[config.mk]
export PLATFORM = sky130hd
export DESIGN_NAME = div_sequencer
export DESIGN_NICKNAME = d
export VERILOG_FILES = /design/src/rtl/div_sequencer_pkg.sv /design/src/rtl/div_restoring_step.sv /design/src/rtl/div_sequencer.sv
export SDC_FILE = /design/constraint.sdc
export NUM_CORES = 1
export LEC_CHECK = 0
export CORE_MARGIN = 2
export CORE_UTILIZATION = 40
export DETAILED_ROUTE_END_ITERATION = 10
export SYNTH_ARGS = -nofsm -noshare
export SYNTH_HDL_FRONTEND = slang
export SYNTH_SLANG_ARGS = --single-unit
[constraint.sdc]
create_clock -name clk -period 13.5 [get_ports clk]
set_clock_uncertainty 0.05 [all_clocks]
set_input_delay 2.7 -clock clk [delete_from_list [all_inputs] [get_ports clk]]
set_output_delay 2.7 -clock clk [all_outputs]
set_load 0.02 [all_outputs]
[src/rtl/div_sequencer_pkg.sv]
// Shared encodings for the iterative RV32M divide sequencer: funct3 codes,
// instruction fields that qualify a divide, and FSM state encodings.
package div_sequencer_pkg;

    localparam logic [6:0] OPCODE_RTYPE  = 7'b0110011;
    localparam logic [6:0] FUNCT7_MULDIV = 7'b0000001;

    localparam logic [2:0] FUNCT3_DIV  = 3'b100;
    localparam logic [2:0] FUNCT3_DIVU = 3'b101;
    localparam logic [2:0] FUNCT3_REM  = 3'b110;
    localparam logic [2:0] FUNCT3_REMU = 3'b111;

    typedef enum logic [1:0] {
        DIV_IDLE = 2'd0,
        DIV_BUSY = 2'd1,
        DIV_DONE = 2'd2
    } div_state_t;

    function automatic logic is_signed_op(input logic [2:0] f3);
        return (f3 == FUNCT3_DIV) || (f3 == FUNCT3_REM);
    endfunction

    function automatic logic is_rem_op(input logic [2:0] f3);
        return (f3 == FUNCT3_REM) || (f3 == FUNCT3_REMU);
    endfunction

endpackage

[src/rtl/div_restoring_step.sv]
// One restoring-divide iteration: shift {rem,quo} left, trial-subtract divisor.
// Latency: combinational. Backpressure: none, pure function of its inputs.
module div_restoring_step #(
    parameter int XLEN = 32
) (
    input  logic [XLEN-1:0] rem,
    input  logic [XLEN-1:0] quo,
    input  logic [XLEN-1:0] divisor,
    output logic [XLEN-1:0] rem_next,
    output logic [XLEN-1:0] quo_next
);

    logic [XLEN:0] rem_shift;
    logic [XLEN:0] trial;

    // The shifted remainder can reach 2*divisor-1, so the trial needs XLEN+1 bits.
    assign rem_shift = {rem, quo[XLEN-1]};
    assign trial     = rem_shift - {1'b0, divisor};

    always_comb begin
        rem_next = rem_shift[XLEN-1:0];
        quo_next = {quo[XLEN-2:0], 1'b0};
        if (!trial[XLEN]) begin
            rem_next    = trial[XLEN-1:0];
            quo_next[0] = 1'b1;
        end
    end

endmodule

[src/rtl/div_sequencer.sv]
// EX-stage DIV/DIVU/REM/REMU sequencer, 32-iteration restoring divide.
// Latency: 34 cycles in EX (33 stall), 2 cycles (1 stall) for div-by-zero/overflow.
// Backpressure: stall holds the upstream pipeline; result is taken on the result_valid pulse.
module div_sequencer
    import div_sequencer_pkg::*;
#(
    parameter int XLEN  = 32,
    parameter int CNT_W = 6
) (
    input  logic            clk,
    input  logic            rst,
    input  logic            start,
    input  logic [2:0]      funct3,
    input  logic [XLEN-1:0] op_a,
    input  logic [XLEN-1:0] op_b,
    input  logic            kill,
    output logic            stall,
    output logic [XLEN-1:0] result,
    output logic            result_valid
);

    localparam logic [CNT_W-1:0] LAST_ITER = CNT_W'(XLEN - 1);
    localparam logic [XLEN-1:0]  INT_MIN   = {1'b1, {(XLEN-1){1'b0}}};

    div_state_t       state;
    logic [CNT_W-1:0] counter;
    logic [2:0]       funct3_q;
    logic [XLEN-1:0]  rem_q;
    logic [XLEN-1:0]  quo_q;
    logic [XLEN-1:0]  divisor_q;
    logic             quo_neg_q;
    logic             rem_neg_q;

    logic            op_signed;
    logic            a_neg;
    logic            b_neg;
    logic [XLEN-1:0] abs_a;
    logic [XLEN-1:0] abs_b;
    logic            div_by_zero;
    logic            overflow;
    logic [XLEN-1:0] special_result;

    logic [XLEN-1:0] step_rem;
    logic [XLEN-1:0] step_quo;
    logic [XLEN-1:0] fixed_quo;
    logic [XLEN-1:0] fixed_rem;
    logic [XLEN-1:0] final_result;

    assign op_signed = is_signed_op(funct3);
    assign a_neg     = op_signed && op_a[XLEN-1];
    assign b_neg     = op_signed && op_b[XLEN-1];
    assign abs_a     = a_neg ? (~op_a + 1'b1) : op_a;
    assign abs_b     = b_neg ? (~op_b + 1'b1) : op_b;

    assign div_by_zero = (op_b == '0);
    assign overflow    = op_signed && (op_a == INT_MIN) && (op_b == '1);

    // Overflow quotient is INT_MIN, which is op_a itself in that case.
    always_comb begin
        special_result = '0;
        if (div_by_zero) begin
            special_result = is_rem_op(funct3) ? op_a : '1;
        end else if (!is_rem_op(funct3)) begin
            special_result = op_a;
        end
    end

    div_restoring_step #(.XLEN(XLEN)) u_step (
        .rem      (rem_q),
        .quo      (quo_q),
        .divisor  (divisor_q),
        .rem_next (step_rem),
        .quo_next (step_quo)
    );

    assign fixed_quo    = quo_neg_q ? (~step_quo + 1'b1) : step_quo;
    assign fixed_rem    = rem_neg_q ? (~step_rem + 1'b1) : step_rem;
    assign final_result = is_rem_op(funct3_q) ? fixed_rem : fixed_quo;

    assign stall = ((state == DIV_IDLE) && start && !kill) || (state == DIV_BUSY);

    always_ff @(posedge clk) begin
        if (rst) begin
            state        <= DIV_IDLE;
            counter      <= '0;
            funct3_q     <= '0;
            rem_q        <= '0;
            quo_q        <= '0;
            divisor_q    <= '0;
            quo_neg_q    <= 1'b0;
            rem_neg_q    <= 1'b0;
            result       <= '0;
            result_valid <= 1'b0;
        end else if (kill) begin
            state        <= DIV_IDLE;
            result_valid <= 1'b0;
        end else begin
            case (state)
                DIV_IDLE: begin
                    result_valid <= 1'b0;
                    if (start) begin
                        funct3_q  <= funct3;
                        divisor_q <= abs_b;
                        quo_neg_q <= a_neg ^ b_neg;
                        rem_neg_q <= a_neg;
                        if (div_by_zero || overflow) begin
                            result       <= special_result;
                            result_valid <= 1'b1;
                            state        <= DIV_DONE;
                        end else begin
                            rem_q   <= '0;
                            quo_q   <= abs_a;
                            counter <= '0;
                            state   <= DIV_BUSY;
                        end
                    end
                end
                DIV_BUSY: begin
                    rem_q   <= step_rem;
                    quo_q   <= step_quo;
                    counter <= counter + 1'b1;
                    if (counter == LAST_ITER) begin
                        result       <= final_result;
                        result_valid <= 1'b1;
                        state        <= DIV_DONE;
                    end
                end
                DIV_DONE: begin
                    // The finished instruction is still in EX; start must not re-trigger here.
                    result_valid <= 1'b0;
                    state        <= DIV_IDLE;
                end
                default: begin
                    result_valid <= 1'b0;
                    state        <= DIV_IDLE;
                end
            endcase
        end
    end

endmodule

# Word-level counts from Yosys, hierarchy flattened
# Index checks and enable logic that the tools add are counted.
[word_totals]
ff_bits = 142
latch_bits = 0
ramBits = 0
mem_bits_ro = 0
output_inout_bits = 34
mem_count = 0
[op_classes]
add_sub_neg = 6
mul = 0
n_div = 0
n_lt_le_gt_ge = 0
n_eq_ne = 13
shifts = 0
muxes = 31
bitwise_logic = 6
n_reduce_logical = 20
[ops]
columns = ["op", "n"]
rows = [
  ["2-to-1 mux 32 bit", 16],
  ["case mux 32 bit (2 select lines)", 3],
  ["adder 32 x 1 -> 32 bit (second input constant)", 4],
  ["inverter 32 bit", 4],
  ["equality test 32 bit (second input constant)", 2],
  ["subtractor 33 x 32 -> 33 bit", 1],
  ["zero test 32 bit", 1],
  ["equality test 3 bit (second input constant)", 5],
  ["2-to-1 mux 6 bit", 2],
  ["case mux 6 bit (2 select lines)", 1],
  ["adder 6 x 1 -> 6 bit (second input constant)", 1],
  ["equality test 6 x 5 -> 1 bit (second input constant)", 1],
  ["logical AND 1 bit", 6],
  ["2-to-1 mux 2 bit", 3],
  ["logical OR 1 bit", 5],
  ["AND reduction 5 bit", 1],
  ["2-to-1 mux 1 bit", 4],
  ["!= test 2 x 1 -> 1 bit (second input constant)", 2],
  ["!= test 2 bit (second input constant)", 2],
  ["case mux 2 bit (2 select lines)", 1],
  ["AND reduction 4 bit", 1],
  ["AND reduction 3 bit", 1],
  ["equality test 2 x 1 -> 1 bit (second input constant)", 1],
  ["zero test 2 bit", 1],
  ["other kinds (7)", 7],
]

# Longest topological paths before layout
[logic_depth]
depth_word = 8
mapped_depth = 22
depth_no_buf = 20

# Hierarchy
# From an unflattened synthesis, not the netlist that was laid out.
[unflattened]
cells_unflattened = 1483
area_unflattened_um2 = 11230.8
[by_module_without_submodules]
columns = ["mod", "n_inst", "cells_each", "area_each_um2"]
rows = [
  ["div_sequencer", 1, 1141, 8742.1],
  ["div_restoring_step", 1, 342, 2488.6],
]

# Least setup slack after synthesis
# OpenSTA, ideal clock, no wires.
[synth_path]
kind = "input to output"
from = "in kill"
to = "out stall"
arrival_ns = 3.485
required_ns = 10.750
slack_ns = 7.265
path_stages = 4
n_path_buf = 2
cell_sequence = "clkbuf_1 or2_2 clkbuf_1 nand2_1"
[synth_between]
elab_chain_len = 3
[synth_rtl]
columns = ["item", "line_no", "text"]
rows = [
  ["from (decl)", "div_sequencer.sv:16", "input logic kill,"],
  ["zero test 1 bit", "div_sequencer.sv:80", "assign stall = ((state == DIV_IDLE) && start && !kill) || (state == DIV_BUSY);"],
  ["logical AND 1 bit", "div_sequencer.sv:80", ""],
  ["logical OR 1 bit", "div_sequencer.sv:80", ""],
  ["to (decl)", "div_sequencer.sv:17", "output logic stall,"],
]
# No other way between the ends.

# Final worst setup path
[layout_path]
from = "in start"
to = "out stall"
[layout_between]
elab_chain_len = 3
[layout_rtl]
columns = ["item", "line_no", "text"]
rows = [
  ["from (decl)", "div_sequencer.sv:12", "input logic start,"],
  ["logical AND 1 bit (2 in a row)", "div_sequencer.sv:80", ""],
  ["logical OR 1 bit", "div_sequencer.sv:80", ""],
]
# No other way between the ends.

==> metrics <==
status=finished, final reports clean; FMAX=0.138 GHz; Critical Path RT=10.75 ns; dpl hpwl=28.9 mm; core area=28600 sq um; Post-CTS Setup Bufs=0; Layout Cells excl Fill=2036; CTS tree=yes; H-Tree Depth=4; chip width=174 um; Leak=4.96 nW; RSZ-0062 raised after global routing=no; die area=30300 sq um; total CTS buffers=17; Clock transition at path regs=0.07 ns; Primary FF master, synth=dfxtp_1; Area contributors post-synth=dfxtp_1, nor2_1, a21oi_1; met2 wire length=17.7 mm; Routability Congestion=0.884; Critical Path Fanout Max=8; starting DRC count in detailed routing=1044; met1 WL=18.0 mm; Rel. slew slack=21.3%; ys async rst share=0%; Synth cell types=92; Design Power=0.00126 W; Seq/Total Area, Yosys=24.4%; pwr/cell area=93.6 nW/um^2; Setup-failing EPs final=0; count of standard-cell rows=62; DR DRC count=0; final hold viol count=0; ratio of final minimum period to clock period=53.7%; Max-Cap Viols=0; kind of critical path=input pin to primary output; setup_tns=0 ns; DR vias=12100; CTS Sinks=141; syn_nets=1713; port bufs=104; worst hold path type=register to register; Max Root-Sink Buffers=2; Max VDD drop=90.9 uV; cts repair resizes=0; count leader, synth=nor2_1; worst setup margin=6.25 ns; DP Worst Slack=6.28 ns; met3 WL=2.39 mm; crit path capture type=primary output; # placed instances=2005; Yosys reg bits=141; fin crit period=7.25 ns; antenna-violating nets left=0; top cells by instance count after synthesis=nor2_1, a21oi_1, dfxtp_1; DRT Pass-1 Iters=5; maximum number of pins on one net before global-route repair=100; grt total ovfl=0; syn avg cell area=7.22 sq um; Yosys top cell by area=dfxtp_1; reg2reg setup slack=7.79 ns; vias in the first global route=11000; Critical Path AT=4.50 ns; initial antenna violation count=1; clk_lat worst skew=0.44 ns; Detailed Route WL=38.6 mm; Global Route Usage Sum=25.3%; max-slew violation count=0; routed len/inst=19.0 um; global-route wire length before repair=61.5 mm; Netlist Area Pre-Place=11600 sq um; Mapped Cells=1603; Starting Density=40.4%; Fillers=2918; I/O Pins=105; Slew @ Worst Pin=1.18 ns; fin nets=1750; Yosys Warn Count=0; Die Height=174 um; Synth top area share=24.4%; area grow syn2layout=15.9%; layout cells sized above 1=5.45%; DR vias/cell=5.93; Post-synth EDFFs=0; Clock Root Buffer=clkbuf_16; top routing layer in use=met4; Post-CTS Hold Fix Bufs=0; Worst Setup Start Kind=input pin
==> where the power goes <==
group	internal [W]	switching [W]	leakage (nW)
Clock	0.000291	0.000203	0.287
Combinational	0.000118	0.000192	3.53
Sequential	0.000433	0.0000182	1.15
Total	0.000843	0.000413	4.96
==> cells by family after synthesis <==
| family | synth area share, % |
|---|---|
| buffers and inverters | 5.55 |
| XOR/XNOR | 9.98 |
| AND/OR/NAND/NOR | 24.4 |
| flip-flops | 24.4 |
| AO/OA/AOI/OAI | 28.8 |
| multiplexers | 2.61 |
| adder cells (fa/ha/maj) | 4.28 |
==> layout by cell type (no fill, tap or decap), drive strengths merged, types with 17 or more instances in the layout <==
master,n
nand4,25
nor2,235
a211oi,64
a31oi,32
nor3,43
nand2,137
mux2i,20
nand3,23
xor2,58
a21oi,147
dfxtp,141
o211ai,29
buf,17
clkbuf,18
a22oi,18
o31ai,24
nor4,21
or3,22
clkdlybuf4s50,103
o21ai,105
ha,38
xnor2,73
inv,61
==> metal layers <==
metal,global-route usage (%),vias up
li1,-,5929
met1,35.7,5688
met2,40.8,410
met3,3.59,40
met4,5.95,0
met5,0,-
==> state kept, by name, indices dropped and copies added (netlist names) <==
register / cells
result: 32
result_valid: 1
rem_neg_q: 1
funct3_q: 2
rem_q: 32
quo_q: 32
divisor_q: 32
counter: 6
state: 2
quo_neg_q: 1
==> worst paths after layout <==
| check | start | to | cells after the start |
|---|---|---|---|
| max | start | stall | 5 |
| min | result[3] | result[3] | 2 |
| max reg2reg | quo_q[31] | result[24] | 19 |
| min reg2reg | result[3] | result[3] | 2 |
==> layout make-up <==
type / count / area [sq um] / share of cell area (%)
Sequential cell: 141 / 2820 / 21.0
Clock buffer: 18 / 429 / 3.20
Timing Repair Buffer: 120 / 1160 / 8.63
Inverter: 58 / 218 / 1.62
Tap cell: 384 / 480 / 3.58
Multi-Input combinational cell: 1302 / 8140 / 60.7
Clock inverter: 12 / 164 / 1.22
Antenna cell: 1 / 2.50 / 0.0186
==> stage by stage <==
stage | hold WS, ns | area (sq um) | utilization [%]
2_1_floorplan | 0.382 | 11600 | -
5_1_grt | 0.435 | 13400 | 46.9
6_report | 0.405 | 13400 | 46.9
3_3_place_gp | 0.394 | 12800 | 44.8
4_1_cts | 0.407 | 13400 | 46.9
3_5_place_dp | 0.398 | 12800 | 44.8
==> worst max-delay path, cell delays in order <==
cell	delay, ns
clkdlybuf4s50_1	0.58
nand2_1	0.14
or2_2	0.37
nand2_1	0.10
clkdlybuf4s50_1	0.60
Note: power is estimated with default switching activity, not from simulation.
